`src/rtl/mips_pkg.sv`:
```
// Shared MIPS I encodings and architectural constants for the Harvard core.
package mips_pkg;

  localparam logic [31:0] RESET_VECTOR = 32'hBFC0_0000;
  localparam logic [31:0] HALT_ADDR    = 32'h0000_0000;

  localparam logic [5:0] OP_SPECIAL = 6'h00;
  localparam logic [5:0] OP_REGIMM  = 6'h01;
  localparam logic [5:0] OP_J       = 6'h02;
  localparam logic [5:0] OP_JAL     = 6'h03;
  localparam logic [5:0] OP_BEQ     = 6'h04;
  localparam logic [5:0] OP_BNE     = 6'h05;
  localparam logic [5:0] OP_BLEZ    = 6'h06;
  localparam logic [5:0] OP_BGTZ    = 6'h07;
  localparam logic [5:0] OP_ADDIU   = 6'h09;
  localparam logic [5:0] OP_SLTI    = 6'h0A;
  localparam logic [5:0] OP_SLTIU   = 6'h0B;
  localparam logic [5:0] OP_ANDI    = 6'h0C;
  localparam logic [5:0] OP_ORI     = 6'h0D;
  localparam logic [5:0] OP_XORI    = 6'h0E;
  localparam logic [5:0] OP_LUI     = 6'h0F;
  localparam logic [5:0] OP_LW      = 6'h23;
  localparam logic [5:0] OP_SW      = 6'h2B;

  localparam logic [5:0] FN_SLL  = 6'h00;
  localparam logic [5:0] FN_SRL  = 6'h02;
  localparam logic [5:0] FN_SRA  = 6'h03;
  localparam logic [5:0] FN_SLLV = 6'h04;
  localparam logic [5:0] FN_SRLV = 6'h06;
  localparam logic [5:0] FN_SRAV = 6'h07;
  localparam logic [5:0] FN_JR   = 6'h08;
  localparam logic [5:0] FN_JALR = 6'h09;
  localparam logic [5:0] FN_ADDU = 6'h21;
  localparam logic [5:0] FN_SUBU = 6'h23;
  localparam logic [5:0] FN_AND  = 6'h24;
  localparam logic [5:0] FN_OR   = 6'h25;
  localparam logic [5:0] FN_XOR  = 6'h26;
  localparam logic [5:0] FN_NOR  = 6'h27;
  localparam logic [5:0] FN_SLT  = 6'h2A;
  localparam logic [5:0] FN_SLTU = 6'h2B;

  localparam logic [4:0] RT_BLTZ = 5'd0;
  localparam logic [4:0] RT_BGEZ = 5'd1;

  typedef struct packed {
    logic [5:0] op;
    logic [4:0] rs;
    logic [4:0] rt;
    logic [4:0] rd;
    logic [4:0] shamt;
    logic [5:0] funct;
  } instr_t;

  function automatic logic [31:0] sext16(input logic [15:0] v);
    return {{16{v[15]}}, v};
  endfunction

endpackage

```
`src/rtl/mips_regfile.sv`:
```
// 32x32 general-purpose register file: two combinational reads, one write, $2 tapped out.
module mips_regfile (
  input  logic        clk,
  input  logic        reset_i,
  input  logic        we_i,
  input  logic [4:0]  waddr_i,
  input  logic [31:0] wdata_i,
  input  logic [4:0]  raddr_a_i,
  output logic [31:0] rdata_a_o,
  input  logic [4:0]  raddr_b_i,
  output logic [31:0] rdata_b_o,
  output logic [31:0] v0_o
);

  logic [31:0] regs_q [32];

  always_ff @(posedge clk or posedge reset_i) begin
    if (reset_i) begin
      for (int i = 0; i < 32; i++) regs_q[i] <= 32'd0;
    end else if (we_i && (waddr_i != 5'd0)) begin
      regs_q[waddr_i] <= wdata_i;
    end
  end

  // $0 is hardwired even though it is never written.
  assign rdata_a_o = (raddr_a_i == 5'd0) ? 32'd0 : regs_q[raddr_a_i];
  assign rdata_b_o = (raddr_b_i == 5'd0) ? 32'd0 : regs_q[raddr_b_i];
  assign v0_o      = regs_q[2];

endmodule

```
`src/rtl/mips_cpu_harvard_core.sv`:
```
// Single-cycle MIPS I core with one branch delay slot (pc/pc_next pair) and halt-on-jump-to-0.
module mips_cpu_harvard_core
  import mips_pkg::*;
(
  input  logic        clk,
  input  logic        reset,
  input  logic        clk_enable,
  output logic        active,
  output logic [31:0] register_v0,
  output logic [31:0] instr_address,
  input  logic [31:0] instr_readdata,
  output logic [31:0] data_address,
  output logic        data_write,
  output logic        data_read,
  output logic [31:0] data_writedata,
  input  logic [31:0] data_readdata
);

  logic [31:0] pc_q, pc_d, pc_next_q, pc_next_d;
  logic        active_q, active_d;
  logic        commit;

  instr_t      ins;
  logic [31:0] rs_val, rt_val, imm_s, imm_z;
  logic [31:0] pc_plus4, pc_plus8, br_target, j_target;

  logic        wb_en;
  logic [4:0]  wb_addr;
  logic [31:0] wb_data;
  logic        taken;
  logic [31:0] jump_to;
  logic        is_lw, is_sw;

  assign ins       = instr_readdata;
  assign imm_s     = sext16(instr_readdata[15:0]);
  assign imm_z     = {16'd0, instr_readdata[15:0]};
  assign pc_plus4  = pc_q + 32'd4;
  assign pc_plus8  = pc_q + 32'd8;
  assign br_target = pc_plus4 + {imm_s[29:0], 2'b00};
  assign j_target  = {pc_plus4[31:28], instr_readdata[25:0], 2'b00};
  assign commit    = active_q & clk_enable;

  mips_regfile u_regfile (
    .clk       (clk),
    .reset_i   (reset),
    .we_i      (commit & wb_en),
    .waddr_i   (wb_addr),
    .wdata_i   (wb_data),
    .raddr_a_i (ins.rs),
    .rdata_a_o (rs_val),
    .raddr_b_i (ins.rt),
    .rdata_b_o (rt_val),
    .v0_o      (register_v0)
  );

  always_comb begin
    wb_en   = 1'b0;
    wb_addr = ins.rd;
    wb_data = 32'd0;
    taken   = 1'b0;
    jump_to = br_target;
    is_lw   = 1'b0;
    is_sw   = 1'b0;
    case (ins.op)
      OP_SPECIAL: begin
        wb_en = 1'b1;
        case (ins.funct)
          FN_SLL:  wb_data = rt_val << ins.shamt;
          FN_SRL:  wb_data = rt_val >> ins.shamt;
          FN_SRA:  wb_data = $signed(rt_val) >>> ins.shamt;
          FN_SLLV: wb_data = rt_val << rs_val[4:0];
          FN_SRLV: wb_data = rt_val >> rs_val[4:0];
          FN_SRAV: wb_data = $signed(rt_val) >>> rs_val[4:0];
          FN_ADDU: wb_data = rs_val + rt_val;
          FN_SUBU: wb_data = rs_val - rt_val;
          FN_AND:  wb_data = rs_val & rt_val;
          FN_OR:   wb_data = rs_val | rt_val;
          FN_XOR:  wb_data = rs_val ^ rt_val;
          FN_NOR:  wb_data = ~(rs_val | rt_val);
          FN_SLT:  wb_data = {31'd0, $signed(rs_val) < $signed(rt_val)};
          FN_SLTU: wb_data = {31'd0, rs_val < rt_val};
          FN_JR: begin
            wb_en   = 1'b0;
            taken   = 1'b1;
            jump_to = rs_val;
          end
          FN_JALR: begin
            taken   = 1'b1;
            jump_to = rs_val;
            wb_data = pc_plus8;
          end
          default: wb_en = 1'b0;
        endcase
      end
      OP_REGIMM: begin
        if (ins.rt == RT_BLTZ)      taken = rs_val[31];
        else if (ins.rt == RT_BGEZ) taken = ~rs_val[31];
      end
      OP_J: begin
        taken   = 1'b1;
        jump_to = j_target;
      end
      OP_JAL: begin
        taken   = 1'b1;
        jump_to = j_target;
        wb_en   = 1'b1;
        wb_addr = 5'd31;
        wb_data = pc_plus8;
      end
      OP_BEQ:  taken = (rs_val == rt_val);
      OP_BNE:  taken = (rs_val != rt_val);
      OP_BLEZ: taken = rs_val[31] | (rs_val == 32'd0);
      OP_BGTZ: taken = ~rs_val[31] & (rs_val != 32'd0);
      OP_ADDIU, OP_SLTI, OP_SLTIU, OP_ANDI, OP_ORI, OP_XORI, OP_LUI: begin
        wb_en   = 1'b1;
        wb_addr = ins.rt;
        case (ins.op)
          OP_ADDIU: wb_data = rs_val + imm_s;
          OP_SLTI:  wb_data = {31'd0, $signed(rs_val) < $signed(imm_s)};
          OP_SLTIU: wb_data = {31'd0, rs_val < imm_s};
          OP_ANDI:  wb_data = rs_val & imm_z;
          OP_ORI:   wb_data = rs_val | imm_z;
          OP_XORI:  wb_data = rs_val ^ imm_z;
          default:  wb_data = {instr_readdata[15:0], 16'd0};
        endcase
      end
      OP_LW: begin
        is_lw   = 1'b1;
        wb_en   = 1'b1;
        wb_addr = ins.rt;
        wb_data = data_readdata;
      end
      OP_SW: is_sw = 1'b1;
      default: ;
    endcase
  end

  // The instruction at pc always commits; reaching HALT_ADDR only stops the PC from advancing.
  always_comb begin
    pc_d      = pc_q;
    pc_next_d = pc_next_q;
    active_d  = active_q;
    if (commit) begin
      if (pc_next_q == HALT_ADDR) begin
        active_d = 1'b0;
      end else begin
        pc_d      = pc_next_q;
        pc_next_d = taken ? jump_to : (pc_next_q + 32'd4);
      end
    end
  end

  always_ff @(posedge clk or posedge reset) begin
    if (reset) begin
      pc_q      <= RESET_VECTOR;
      pc_next_q <= RESET_VECTOR + 32'd4;
      active_q  <= 1'b1;
    end else begin
      pc_q      <= pc_d;
      pc_next_q <= pc_next_d;
      active_q  <= active_d;
    end
  end

  assign active         = active_q;
  assign instr_address  = pc_q;
  assign data_address   = rs_val + imm_s;
  assign data_writedata = rt_val;
  assign data_read      = is_lw & active_q & ~reset;
  assign data_write     = is_sw & commit & ~reset;

endmodule

```
`config.mk`:
```
export PLATFORM = sky130hd
export DESIGN_NAME = mips_cpu_harvard_core
export DESIGN_NICKNAME = d
export VERILOG_FILES = /design/src/rtl/mips_pkg.sv /design/src/rtl/mips_regfile.sv /design/src/rtl/mips_cpu_harvard_core.sv
export SDC_FILE = /design/constraint.sdc
export NUM_CORES = 2
export LEC_CHECK = 0
export ABC_CLOCK_PERIOD_IN_PS = 61700
export BUFFER_PORTS_ARGS = -buffer_cell sky130_fd_sc_hd__buf_2
export CORE_MARGIN = 2
export CORE_UTILIZATION = 40
export CTS_CLUSTER_SIZE = 14
export DETAILED_ROUTE_END_ITERATION = 10
export REMOVE_ABC_BUFFERS = 1
export SYNTH_ARGS = -nofsm -noshare
export SYNTH_HDL_FRONTEND = slang
export SYNTH_SLANG_ARGS = --single-unit
```
`constraint.sdc`:
```
create_clock -name clk -period 61.7 [get_ports clk]
set_input_delay 6.17 -clock clk [delete_from_list [all_inputs] [get_ports clk]]
set_output_delay 6.17 -clock clk [all_outputs]
set_load 0.05 [all_outputs]
```
==> summary.txt <==
Hold path
  • Worst hold start: u_regfile.regs_q[1008]$_DFFE_PP0P_
  • Hold endpoint: u_regfile.regs_q[1008]$_DFFE_PP0P_
  • Worst Hold Class: flop to flop
  • Hold depth: 0

Yosys
  • Mapped Cells: 7,835
  • Count of state elements after synthesis: 1,089
  • Syn_area_per_cell: 9.728 µm²
  • Register area share after synthesis: 35.79%
  • Synth cell types: 99
  • Synth Warn #: 0
  • EDFF count, synth: 0
  • Post-synth ARST share: 100.0%
  • Primary FF master, synth: dfrtp_1
  • Mapped Area: 0.07622 mm²

Placement
  • Placement Cell Area: 0.07984 mm²
  • Post-detail-place hpwl: 262,900 µm
  • Port Buffers: 197
  • Global placer's final weighted congestion: 1.026

Power
  • Peak supply drop: 0.02449 mV
  • Leakage Power: 36.97 nW
  • Power per cell area: 20.91 mW/mm²

STA
  • Rel. slew slack: 11.71%
  • FMAX: 50.02 MHz
  • Worst-margin pin slew: 1.324 ns
  • RSZ-0062 raised after global routing: false
  • Fin. max-slew vios: 0
  • Final Hold Fails: 0
  • Final setup fails: 0
  • Period utilization: 32.40%
  • Setup Skew: 0.07902 ns
  • Fin crit period: 19.99 ns
  • Post-Route Setup TNS: 0 ns

CTS
  • Setup Buffers After CTS: 0
  • H-tree depth: 3
  • Worst-Skew Late Latency: 0.82 ns
  • CTS sink count: 1,089
  • Root buf cell: clkbuf_16
  • Post-cts resize count: 0
  • CTS max path bufs: 3
  • Worst-path clk slew: 0.06 ns
  • Post-CTS Hold Fix Bufs: 0
  • CTS Buf Count: 118
  • TritonCTS clock tree: built

Global route
  • First-pass GRT wire length: 514,900 µm
  • Initial antenna violation count: 14
  • GRT Overall Usage: 37.32%
  • Largest net degree at the start of global routing: 134
  • Total grt overflow: 0
  • Vias in the first global route: 65,866

Setup path
  • Crit-path slowest cell: buf_4
  • Capture point of the worst reg-to-reg path: u_regfile.v0_o[0]$_DFFE_PP0P_
  • Max Fanout on Critical Path: 52
  • Crit path kind: input port to primary output
  • Reg2reg start: u_regfile.regs_q[738]$_DFFE_PP0P_
  • R2r worst-path depth: 21
  • CP top delay family: buffers and inverters
  • Critical Path Sink Type: primary output
  • Critical Path RT: 55.53 ns
  • FF-to-FF setup slack: 52.47 ns
  • Worst path max stage delay: 0.67 ns
  • Crit path DAT: 13.82 ns
  • Critical-path cell list: buf_8 > buf_4 > buf_4 > mux4_2 > mux4_2 > a22oi_1 > buf_4 > inv_1 > ha_1 > a21o_1 > a21oi_1 > o21ai_0 > a21oi_1 > o21bai_1 > nand4b_1 > and4_1 > o31a_1 > or2_2 > a21o_1 > a21oi_1 > o21bai_1 > xnor2_1 > buf_2
  • Startpoint Class: input port
  • Worst path buffer plus inverter count: 6

Detailed routing
  • WL/cell: 35.80 µm
  • Post-route ant nets: 0
  • DRC viols: 0
  • Router iterations before antenna repair: 9
  • Vias: 68,329
  • DRT Wirelength: 368,800 µm
  • Initial DRC Count: 8,580
  • Vias/cell: 6.635

Layout
  • Multi-input gate area in the final layout: 0.04546 mm²
  • Fin nets: 7,980
  • Share of cells above drive strength 1: 21.35%
  • Fin area: 0.08415 mm²
  • Area grow syn2layout: 10.41%
  • Filler cell count in the final layout: 18,132
  • Register area: 0.02728 mm²

Floorplan
  • Die W: 440.5 µm
  • Die Ht: 440.5 µm
  • IO Pins: 198
  • Die ar.: 0.1941 mm²
  • Core ar.: 0.1898 mm²
  • FP Rows: 160
  • Starting density of the core: 40.16%

Outcome
  • Status: completed

Flow run
  • Max-cap violation count: 0
state kept, by name (all words and copies together) (netlist names):
| name | count |
|---|---|
| instr_address | 32 |
| u_regfile.v0_o | 32 |
| pc_next_q | 32 |
| active | 1 |
| u_regfile.regs_q | 992 |
placed cells by master (no fill, tap or decap), types with 22 or more instances in the layout:
master	count
mux2_2	343
buf_2	190
a22oi_1	138
o31ai_1	82
and2_1	22
nand2_1	1070
nor4_1	31
nand3_1	126
mux4_2	429
inv_1	165
nor2_1	450
dfrtp_1	1069
xnor2_1	89
nand2b_1	35
o211ai_1	45
ha_1	228
xor2_1	45
or2_2	33
a21o_1	54
clkbuf_16	118
nand4_1	47
o221ai_1	29
mux2i_1	529
buf_4	291
clkinv_2	26
a31oi_1	63
o21ai_0	713
nor2b_1	42
a221oi_1	54
and3_1	40
nor3_1	61
a21oi_1	419
o21bai_1	26
a211oi_1	51
clkbuf_8	23
nor2_2	23
or3_1	23
o22ai_1	73
worst max-delay path by stage:
stage                  startpoint                to  cells after the start
2_1_floorplan               reset         data_read                      2
3_3_place_gp   instr_readdata[21]  data_address[29]                     23
3_5_place_dp   instr_readdata[21]  data_address[29]                     23
4_1_cts        instr_readdata[21]  data_address[29]                     23
5_1_grt        instr_readdata[21]  data_address[29]                     23
6_report       instr_readdata[21]  data_address[29]                     23
report_power, final:
part | total [mW] | leakage, nW | internal [mW] | switching (mW)
sequential | 0.714 | 15.1 | 0.714 | 0
clock | 0.781 | 2.08 | 0.456 | 0.324
combinational | 0.265 | 19.8 | 0.0683 | 0.197
cell type report:
class                   count  share of cell area (%)
clock inverters            63                   1.145
repair buffers            490                   3.906
multi-input cells        5805                   54.02
diodes                      9                 0.02676
flip-flops and latches   1089                   32.41
clock buffers             155                   3.948
inverters                 177                  0.8044
well taps                2511                   3.733
synthesized netlist by cell type (141+ instances only):
cell type  instances  area share, %
a21oi_1          424            2.8
a22oi_1          141            1.4
clkbuf_1         501            2.5
dfrtp_1         1069             35
ha_1             228            3.7
inv_1            167           0.82
mux2_2           343            5.1
mux2i_1          529            6.9
mux4_2           429             13
nand2_1         1070            5.3
nor2_1           481            2.4
o21ai_0          720            4.7
kinds of logic (layout without fill, tap and decap cells):
logic type	count (synthesis)	in the layout	synth area share [%]
compound gates	2032	2032	16.75
xor+xnor	134	134	1.540
fa+ha+maj	234	234	3.874
buf+inv	941	885	5.302
flops	1089	1089	35.79
mux	1301	1301	24.69
other cells	0	9	0
simple gates	2104	2104	12.06
layer usage:
layer	share of wire, %	vias up	GRT usage, %	wire (µm)
met5	0.021	-	0	77
met4	8.1	10	25.10	29940
met3	9.9	1069	9.151	36360
met2	43	4205	55.94	160100
met1	39	34564	47.72	142300
li1	-	28481	-	-
per-stage QoR:
| step | utilization [%] | hold slack [ns] | setup slack [ns] | power, mW | instances |
|---|---|---|---|---|---|
| after floorplan | - | 0.3494 | 24.32 | 0.8586 | 7071 |
| after global placement | 42.07 | 0.3620 | 41.89 | 0.9838 | 10072 |
| after detailed placement | 42.07 | 0.3635 | 41.87 | 0.9831 | 10072 |
| after CTS | 44.33 | 0.3804 | 41.84 | 1.759 | 10290 |
| after global routing | 44.33 | 0.3951 | 41.50 | 1.803 | 10290 |
| final | 44.34 | 0.3799 | 41.71 | 1.760 | 10299 |
Power figures use the tool's default switching activity.
